--- config.mk ---
export PLATFORM = sky130hd
export DESIGN_NAME = cycle_display_scan
export DESIGN_NICKNAME = d
export VERILOG_FILES = /design/src/rtl/cycle_display_scan.sv
export SDC_FILE = /design/constraint.sdc
export NUM_CORES = 1
export LEC_CHECK = 0
export BUFFER_PORTS_ARGS = -buffer_cell sky130_fd_sc_hd__buf_2
export CAP_MARGIN = 20
export CORE_MARGIN = 2
export CORE_UTILIZATION = 50
export CTS_BUF_LIST = sky130_fd_sc_hd__clkbuf_8
export DETAILED_ROUTE_END_ITERATION = 8
export PLACE_DENSITY = 0.77
export SYNTH_ARGS = -nofsm -noshare
export SYNTH_HDL_FRONTEND = slang
export SYNTH_SLANG_ARGS = --single-unit
export TNS_END_PERCENT = 100
--- constraint.sdc ---
create_clock -name clk -period 3.1 [get_ports clk]
set_input_delay 0.31 -clock clk [delete_from_list [all_inputs] [get_ports clk]]
set_output_delay 0.31 -clock clk [all_outputs]
set_load 0.03 [all_outputs]
--- src/rtl/cycle_display_scan.sv ---
// Multiplexed hex display driver with a run-gated cycle counter as channel 0.
// Optional leading-zero blanking is enabled by defining SEG_LEADING_ZERO_BLANK_EN.
module cycle_display_scan #(
  parameter int DIGITS   = 8,
  parameter int CH       = 4,
  parameter int DW       = 32,
  parameter int SCAN_DIV = 1024
) (
  input  logic                   clk,
  input  logic                   rst,
  input  logic                   run,
  input  logic                   ch_next,
  input  logic [(CH-1)*DW-1:0]   ch_data,
  output logic [DW-1:0]          cycle_cnt,
  output logic [$clog2(CH)-1:0]  cur_ch,
  output logic [7:0]             seg,
  output logic [DIGITS-1:0]      seg_sel
);

  localparam int CW    = $clog2(CH);
  localparam int DIV_W = $clog2(SCAN_DIV);
  localparam int DIG_W = (DIGITS > 1) ? $clog2(DIGITS) : 1;
  localparam int EXT_W = (DW > 4*DIGITS) ? DW : 4*DIGITS;

  localparam logic [DIV_W-1:0] DIV_LAST = DIV_W'(SCAN_DIV - 1);
  localparam logic [DIG_W-1:0] DIG_LAST = DIG_W'(DIGITS - 1);
  localparam logic [CW-1:0]    CH_LAST  = CW'(CH - 1);

  // Active-low a..g patterns, bit 0 = a.
  function automatic logic [6:0] hex7(input logic [3:0] n);
    case (n)
      4'h0: hex7 = 7'h40;
      4'h1: hex7 = 7'h79;
      4'h2: hex7 = 7'h24;
      4'h3: hex7 = 7'h30;
      4'h4: hex7 = 7'h19;
      4'h5: hex7 = 7'h12;
      4'h6: hex7 = 7'h02;
      4'h7: hex7 = 7'h78;
      4'h8: hex7 = 7'h00;
      4'h9: hex7 = 7'h10;
      4'hA: hex7 = 7'h08;
      4'hB: hex7 = 7'h03;
      4'hC: hex7 = 7'h46;
      4'hD: hex7 = 7'h21;
      4'hE: hex7 = 7'h06;
      default: hex7 = 7'h0E;
    endcase
  endfunction

  logic              ch_next_q;
  logic [DIV_W-1:0]  div;
  logic [DIG_W-1:0]  dig;
  logic [DW-1:0]     snap;
  logic [DW-1:0]     sel_val;
  logic              div_last;
  logic              frame_end;
  logic              ch_rise;
  logic [EXT_W-1:0]  snap_ext;
  logic [3:0]        nibs [DIGITS];
  logic [3:0]        nib;
  logic              dp_on;
  logic [7:0]        seg_d;
  logic [DIGITS-1:0] seg_sel_d;

  assign div_last  = (div == DIV_LAST);
  assign frame_end = div_last && (dig == DIG_LAST);
  assign ch_rise   = ch_next & ~ch_next_q;

  // NOTE: sequential state uses non-blocking assignments so every register
  // samples pre-edge values; blocking here would create order-dependent races.
  always_ff @(posedge clk or negedge rst) begin
    if (!rst) begin
      cycle_cnt <= '0;
    end else if (run) begin
      cycle_cnt <= cycle_cnt + DW'(1);
    end
  end

  // ch_next_q resets high so a button held through reset is not seen as an edge.
  always_ff @(posedge clk or negedge rst) begin
    if (!rst) begin
      ch_next_q <= 1'b1;
      cur_ch    <= '0;
    end else begin
      ch_next_q <= ch_next;
      if (ch_rise) begin
        cur_ch <= (cur_ch == CH_LAST) ? '0 : cur_ch + CW'(1);
      end
    end
  end

  always_ff @(posedge clk or negedge rst) begin
    if (!rst) begin
      div <= '0;
      dig <= '0;
    end else if (div_last) begin
      div <= '0;
      dig <= (dig == DIG_LAST) ? '0 : dig + DIG_W'(1);
    end else begin
      div <= div + DIV_W'(1);
    end
  end

  // NOTE: every variable assigned in always_comb gets a default first, so no
  // path leaves it unassigned and no latch is inferred.
  always_comb begin
    sel_val = cycle_cnt;
    for (int k = 1; k < CH; k++) begin
      if (cur_ch == CW'(k)) sel_val = ch_data[k*DW-1 -: DW];
    end
  end

  // Snapshot once per frame so all digits show the same value.
  always_ff @(posedge clk or negedge rst) begin
    if (!rst) begin
      snap <= '0;
    end else if (frame_end) begin
      snap <= sel_val;
    end
  end

  // Digits past the top of snap read as zero.
  assign snap_ext = EXT_W'(snap);

  always_comb begin
    for (int i = 0; i < DIGITS; i++) begin
      nibs[i] = snap_ext[4*i +: 4];
    end
  end

  assign nib       = nibs[dig];
  assign dp_on     = (32'(dig) == 32'(cur_ch));
  assign seg_sel_d = ~(DIGITS'(1) << dig);

`ifdef SEG_LEADING_ZERO_BLANK_EN
  logic [DIG_W-1:0] msd;
  logic             blank;

  // Index of the most-significant nonzero nibble; digit 0 is never blanked.
  always_comb begin
    msd = '0;
    for (int i = 1; i < DIGITS; i++) begin
      if (nibs[i] != 4'h0) msd = DIG_W'(i);
    end
  end

  assign blank = (dig > msd);

  always_comb begin
    seg_d = {~dp_on, hex7(nib)};
    if (blank) seg_d[6:0] = 7'h7F;
  end
`else
  always_comb begin
    seg_d = {~dp_on, hex7(nib)};
  end
`endif

  always_ff @(posedge clk or negedge rst) begin
    if (!rst) begin
      seg     <= 8'hFF;
      seg_sel <= '1;
    end else begin
      seg     <= seg_d;
      seg_sel <= seg_sel_d;
    end
  end

endmodule
Word-level counts from Yosys, hierarchy flattened. Memories as Yosys holds them, arrays and structs flattened. A register that Yosys moved wholly into a read port is not among the register bits. Cells that the tools add are included.

Register bits: 96. ROM bits: 112. Input bits: 100. Output and inout port bits: 50. Word-level logic and storage cells: 37. Memories kept: 1.

Memories: (name not given) (words 16, width 7, rd ports 1, clocked after Yosys merged registers in 1, wr ports 0, RTL line 31) `case (n)`.

Add/sub/neg operators: 4. Magnitude comparators: 1. Eq/ne operators: 6. Shift-type cells: 1. Multiplexer cells: 9. Bitwise operators: 5. Reductions and logical operators: 2.

Operators by type and width (count): $mux W32 (3); $add A32 B1 Y32 const B (1); $bmux W4 S3 (1); $add A10 B1 Y10 const B (1); $eq A10 B10 Y1 const B (1); $mux W10 (1); $mux W4 (2); $not A8 Y8 (1); $shl A1 B3 Y8 const A (1); $eq A2 B2 Y1 const B (2); $ge A4 B4 Y1 const B (1); $not A3 Y4 (1); $add A3 B1 Y3 const B (1); $eq A3 B2 Y1 (1); $eq A3 B3 Y1 const B (1); $mux W3 (1); $add A2 B1 Y2 const B (1); $eq A2 B1 Y1 const B (1); $mux W2 (1); $not A1 Y1 (2); $and A1 B1 Y1 (1); $logic_and A1 B1 Y1 (1); $logic_not A1 Y1 (1).

Logic depth before layout (Yosys ltp). Gate-level depths: netlist (run 1).

Depth after elaboration: 4. Mapped depth: 8. Depth with buffers taken out: 7.

Worst setup path before layout (run 1). Ideal clock, no wire load.

Path kind: flip-flop to flip-flop. From: register dig[0]. To: register seg[0]. Setup time: 0.082 ns. Data arrival time: 2.136 ns. Required time: 3.018 ns. Slack: 0.882 ns. Cell stages (with the launch flop): 8. Buffers on the path: 1. Clock period less this slack: 2.218 ns. Cells stage by stage: dfrtp_1 -> buf_6 -> mux4_1 -> mux2i_1 -> inv_1 -> ha_1 -> and3_1 -> a211o_1.

Longest elaborated chain between the ends: 4.

Ends and longest elaborated chain: start: declaration (RTL line 53) `logic [DIG_W-1:0] dig;`; start signal: assignment (RTL line 99) `dig <= (dig == DIG_LAST) ? '0 : dig + DIG_W'(1);`; $not A3 Y4 (implied by the code) (RTL line 132) `assign nib = nibs[dig];`; $bmux W4 S3 (RTL line 132); $mux W4 (implied by the code) (2 in a row) (RTL line 132); end: declaration (RTL line 16) `output logic [7:0] seg,`.

No other way between the ends. The select of a mux whose other input is x is not followed. A chain may end at the register's enable or synchronous reset.

Worst setup path in the final report (run 1).
From: register dig[0]. To: register seg[5].

The elaborated chain is that of the path after synthesis.

==> results.md, run 1 <==
* Mux share of post-synthesis cell area at 18.9%
* Register area share after synthesis at 45.7%
* CTS Hold Bufs at 0
* Post-CTS Repair Setup Buffers at 0
* Initial Utilization at 51.4%
* Post-DR vias/cell at 5.38
* Synth Register Bits at 96
* Final min period at 2.46 ns
* Clock Latency Late Sink at 0.35 ns
* Critical Path RT at 3.38 ns
* Via count at 4265
* # port buffers at 149
* Area share of the largest cell type after synthesis at 37.3%
* Status: complete, no violations
* DIE AREA at 11400 µm²
* Final Skew at 0.0143 ns
* Max_cap viols at 0
* CP startpoint kind: register
* Hold WC Path Type: in2reg
* Met2 Use GR at 38.8%
* Crit path kind: reg2reg
* Avg Cell Area, Syn at 10.5 µm²
* Setup ws final at 0.644 ns
* Synth top cells by count: dfrtp_1 (79), mux2i_1 (71), nand2_1 (50)
* Total GRT Usage at 22.7%
* Core Area at 10300 µm²
* Post-route clock period utilization at 79.2%
* Top achievable clock speed at 407 MHz
* Synth Area in Adders at 4.01%
* Initial antenna violation count at 0
* Finished Cell Area at 6420 µm²
* P_leak at 2.80 nW
* Pins over their slew limit at 0
* Post-route ant nets at 0
* Fillcell total at 849
* CTS buffer count at 9
* Finish-stage setup viols at 0
* PD cells at 529 nW/µm²
* RSZ-0062 raised after global routing: false
* Max Root-Sink Buffers at 2
* Layout Nets at 769
* Vias in the first global route at 4199
* H-tree depth at 3
* Initial DRC count at 231
* Setup_tns at 0 ns
* Area leader, netlist: dfrtp_1
* Die width at 107 µm
* TritonCTS clock tree: done
* Total grt overflow at 0
* Clock root buffer: clkbuf_8
* Mapped Cells at 506
* Clock-pin slew on the worst setup and hold paths at 0.10 ns
* Gpl congestion at 0.843
* # rows at 37
* Number of enable flip-flop cells after synthesis at 0
* Post-Synth Simple-Gate Area at 13.9%
* Clock sink total at 96
* Synth Cell Area at 5300 µm²
* Worst vdd ir at 0.000301 V
* Synth warn at 0
* M3 GR Usage at 3.47%
* Main synth FF type: dfrtp_1
* GR Layer Usage met1 at 29.9%
* Layer with the highest usage: met2
* Area growth from synthesis to layout at 21.0%
* Post-Route WL at 12600 µm
* CTS resizes at 0
* Distinct cells, synth at 40
* First-pass GRT wire length at 20300 µm
* Layout Cells excl Fill at 793
* I/O pin total at 150
* Overall Power at 3.39 mW
* Final hold violation count at 0
* Relative slew slack at 41.4%
* Critical Path End Type: register
* Post-synthesis async set-or-reset flop share at 100%
* Combinational family with the most area after synthesis: multiplexers
* Setup WS pre-CTS at 0.729 ns
* Worst-margin pin slew at 0.873 ns
* Worst Path Arrival at 2.73 ns
* Syn Nets at 623
* Diodes inserted at 0
* Layout cells sized above 1 at 31.8%
* Post-placement cell count at 775
* Die Height at 107 µm
* Detail Placement HPWL at 9730 µm
* Synth Area in Compound Gates at 7.72%
* Post-placement cell area at 6190 µm²
* Drt wl/cell at 15.8 µm
* CP max FO at 7
* Most numerous cell in the Yosys netlist: dfrtp_1
* Drt pass-1 iters at 4
* Post-synthesis xor/xnor area fraction at 6.77%
* Residual DRC count at 0
* Synth top area cells: dfrtp_1 (37%), mux2i_1 (13%), dfstp_2 (8.4%)
* Largest net degree at the start of global routing at 89
[worst max-delay path, stage by stage (launching register included)]
cell and delay (ns):
dfrtp_1 0.47, mux4_1 0.59, mux2i_1 0.50, inv_1 0.14, ha_1 0.26, inv_1 0.08
mux2i_1 0.08, a22o_1 0.26
[layout by cell type, fill, tap and decap left out, types with 2 or more instances in the layout]
cell      instances
dfstp_2          17
buf_4            11
mux2i_1          71
mux2i_4           2
nand3_1          21
nor3_1            2
and4_1            7
nand4_1          15
mux4_1            4
dfrtp_1          79
nor4_4            2
inv_1            11
nand2_1          50
o21ai_0          37
xor2_1            8
o21ai_1           2
ha_2              3
o31ai_1           2
mux4_2            4
buf_2           148
ha_1             14
clkinv_4          2
clkbuf_8         11
mux2_1            2
a21oi_1          33
and3_1            6
nor2_1           42
xnor2_1          33
[logic make-up (layout without fill, tap and decap cells)]
logic type,after synthesis,after routing
XOR/XNOR,41,41
buffers and inverters,38,189
multiplexers,85,85
adder cells (fa/ha/maj),17,17
AND/OR/NAND/NOR,151,151
AO/OA/AOI/OAI,78,78
flip-flops,96,96
[layer usage]
| layer | part of all wire, % | up-vias |
|---|---|---|
| li1 | - | 2064 |
| met1 | 42 | 2054 |
| met2 | 51 | 129 |
| met3 | 5.4 | 18 |
| met4 | 1.5 | 0 |
| met5 | 0 | - |
[metrics by stage]
stage	hold WS [ns]	utilization (%)
global route	0.0411	62.2
detailed placement	0.438	59.9
global placement	0.434	59.9
CTS	0.0548	61.8
floorplan	0.0144	-
finish	0.0643	62.2
[report_power, final]
group          leakage (nW)  internal, mW  switching [mW]
Sequential             1.08          1.32           0.109
Clock                0.0959         0.340           0.428
Combinational          1.62         0.484           0.715
[sequential cells by signal (all words and copies together) (netlist names)]
signal / flops
ch_next_q: 1
cur_ch: 2
cycle_cnt: 32
dig: 3
div: 10
seg: 8
seg_sel: 8
snap: 32
[cell type report]
type,instances,area (µm²),area share [%]
Clock buffer,11,151,2.36
Clock inverter,5,38.8,0.605
Inverter,12,45.0,0.702
Multi-Input combinational cell,372,2730,42.5
Sequential cell,96,2420,37.8
Tap cell,136,170,2.65
Timing Repair Buffer,161,861,13.4
[path summary, 6_finish.rpt]
check                              startpoint              endpoint  slack [ns]  cells after the start
hold / removal                        ch_next   ch_next_q$_DFF_PN1_        0.06                      1
setup / recovery           dig[0]$_DFFE_PN0N_      seg[5]$_DFF_PN1_        0.64                      7
setup reg to reg           dig[0]$_DFFE_PN0N_      seg[5]$_DFF_PN1_        0.64                      7
hold reg to reg              div[0]$_DFF_PN0_      div[0]$_DFF_PN0_        0.49                      1
min in group asynchronous                 rst      div[7]$_DFF_PN0_        0.33                      2
max in group asynchronous                 rst  snap[25]$_DFFE_PN0P_        2.15                      3
Note: power is estimated with default switching activity, not from simulation.
==> inputs of run 2 (changes only) <==
--- a/config.mk
+++ b/config.mk
@@ -8,10 +8,10 @@
 export BUFFER_PORTS_ARGS = -buffer_cell sky130_fd_sc_hd__buf_2
 export CAP_MARGIN = 20
 export CORE_MARGIN = 2
-export CORE_UTILIZATION = 50
+export CORE_UTILIZATION = 49
 export CTS_BUF_LIST = sky130_fd_sc_hd__clkbuf_8
 export DETAILED_ROUTE_END_ITERATION = 8
-export PLACE_DENSITY = 0.77
+export PLACE_DENSITY = 0.79
 export SYNTH_ARGS = -nofsm -noshare
 export SYNTH_HDL_FRONTEND = slang
 export SYNTH_SLANG_ARGS = --single-unit
==> constraint.sdc (replaced) <==
create_clock -name clk -period 2.1 [get_ports clk]
set_input_delay 0.21 -clock clk [delete_from_list [all_inputs] [get_ports clk]]
set_output_delay 0.21 -clock clk [all_outputs]
set_load 0.03 [all_outputs]
==> results.md, run 2 (synthesis gave the netlist of run 1 again) <==
* Hold depth at 2
* Residual DRC count at 0
* Die width at 108 µm
* TritonCTS clock tree: done
* Post-DR vias/cell at 5.42
* Post-Route WL at 13100 µm
* Clock sink total at 96
* # rows at 37
* Worst R2R End: seg[1]$_DFF_PN1_
* Hold EP: cycle_cnt[0]$_DFFE_PN0P_
* RSZ-0062 raised after global routing: true
* Drt wl/cell at 16.3 µm
* Layout cells sized above 1 at 34.4%
* Hold path startpoint: run
* WL met1 at 5470 µm
* Fillcell total at 836
* Register area at 2420 µm²
* Diodes inserted at 0
* Worst vdd ir at 0.000493 V
* Commonest non-fill, non-tap cell in the layout: buf_2
* Fin util at 63.4%
* Critical Path RT at 2.38 ns
* Finish-stage setup viols at 0
* I/O pin total at 150
* PD cells at 772 nW/µm²
* Worst reg2reg path depth at 5
* Detail Placement HPWL at 9580 µm
* Top Layer Used: met4
* Top Registers: cycle_cnt x32, snap x32, div x10
* Clock-pin slew on the worst setup and hold paths at 0.09 ns
* Via count at 4366
* Final Skew at 0.0171 ns
* Worst-margin pin slew at 0.499 ns
* Largest net degree at the start of global routing at 97
* Area occupied by multi-input gates at 2750 µm²
* Post-route ant nets at 0
* Drt pass-1 iters at 7
* Top achievable clock speed at 487 MHz
* Area growth from synthesis to layout at 24.7%
* Initial antenna violation count at 0
* Relative slew slack at 66.7%
* Hold WC Path Type: in2reg
* # port buffers at 149
* Finished Cell Area at 6610 µm²
* Pins over their slew limit at 0
* CP max FO at 8
* Max_cap viols at 0
* Clock Latency Late Sink at 0.36 ns
* Total grt overflow at 0
* Die Height at 108 µm
* DR WL met3 at 649 µm
* Layout Nets at 781
* Post-placement cell area at 6320 µm²
* Post-route clock period utilization at 97.8%
* Initial Utilization at 50.9%
* CTS buffer count at 9
* Crit path kind: reg2reg
* Critical Path End Type: register
* CP startpoint kind: register
* Initial DRC count at 239
* Core Area at 10400 µm²
* Final hold violation count at 0
* Max Root-Sink Buffers at 2
* First-pass GRT wire length at 20700 µm
* H-tree depth at 3
* Metal2 WL at 6640 µm
* P_leak at 2.88 nW
* Final min period at 2.05 ns
* Total GRT Usage at 23.0%
* Clock root buffer: clkbuf_8
* Vias in the first global route at 4280
* DIE AREA at 11700 µm²
* Status: complete, no violations
* R2R setup slack at 0.05 ns
* Commonest non-fill, non-tap cells in the layout: buf_2 (148), dfrtp_1 (78), mux2i_1 (69)
* Gpl congestion at 0.892
* Worst Path Arrival at 2.33 ns
* Worst reg2reg startpoint: dig[0]$_DFFE_PN0N_
[run 2: cell count changes in the layout (fill, tap and decap cells not counted), sizes merged]
cell and change:
inv +2, clkinvlp -1, buf +10, clkinv -1, dlygate4sd3 +1, bufinv +1
[run 2: through the flow]
stage / total power [mW] / setup WS, ns / cells / TNS [ns] / hold slack, ns
2_1_floorplan: 3.33 / 0.00360 / 506 / 0 / -0.0856
3_3_place_gp: 3.91 / -0.0301 / 781 / -0.0343 / 0.292
3_5_place_dp: 3.96 / -0.128 / 781 / -0.538 / 0.296
4_1_cts: 5.13 / 0.0153 / 804 / 0 / 0.0944
5_1_grt: 5.41 / -0.0413 / 805 / -0.0994 / 0.0875
6_report: 5.10 / 0.0471 / 805 / 0 / 0.114
[run 2: worst max-delay path by stage]
stage | to | startpoint | cells after the start | slack (ns)
3_5_place_dp | seg[0]$_DFF_PN1_ | dig[0]$_DFFE_PN0N_ | 6 | -0.13
5_1_grt | seg[1]$_DFF_PN1_ | dig[0]$_DFFE_PN0N_ | 5 | -0.04
4_1_cts | seg[0]$_DFF_PN1_ | dig[0]$_DFFE_PN0N_ | 6 | 0.02
6_report | seg[1]$_DFF_PN1_ | dig[0]$_DFFE_PN0N_ | 5 | 0.05
3_3_place_gp | seg[0]$_DFF_PN1_ | dig[0]$_DFFE_PN0N_ | 6 | -0.03
2_1_floorplan | seg[0]$_DFF_PN1_ | dig[0]$_DFFE_PN0N_ | 7 | 0.004
[run 2: cell type report]
cell class                      count  share of cell area, %
Multi-Input combinational cell    372                   41.6
Sequential cell                    96                   36.7
Timing Repair Buffer              173                   15.5
Tap cell                          136                   2.57
Clock buffer                       10                   2.08
Clock inverter                      6                  0.833
Inverter                           12                  0.682
[run 2: report_power, final]
part	internal, mW	leakage [nW]	switching [mW]
clock	0.571	0.110	0.616
combinational	0.756	1.69	1.08
sequential	1.95	1.08	0.130
[run 2: per-layer routing]
| metal | track usage, % | up-vias |
|---|---|---|
| li1 | - | 2086 |
| met3 | 3.68 | 27 |
| met5 | 0 | - |
| met2 | 38.9 | 147 |
| met4 | 8.70 | 0 |
| met1 | 29.8 | 2106 |
[run 2: critical path, stage by stage, from the launching register on]
cell and delay, ns:
dfrtp_2 0.51, buf_4 0.16, mux4_2 0.54, mux2_4 0.32
or3_1 0.34, o21ai_1 0.10
[run 2: repair_timing]
action | 4_1_cts | 5_1_grt
pin swaps | 0 | 3
endpoints found under the hold margin | 80 | 0
hold buffers | 2 | 0
setup buffers | 5 | 0
endpoints found under the setup margin | 7 | 7
cloned | 0 | 1
gates resized for setup | 3 | 11
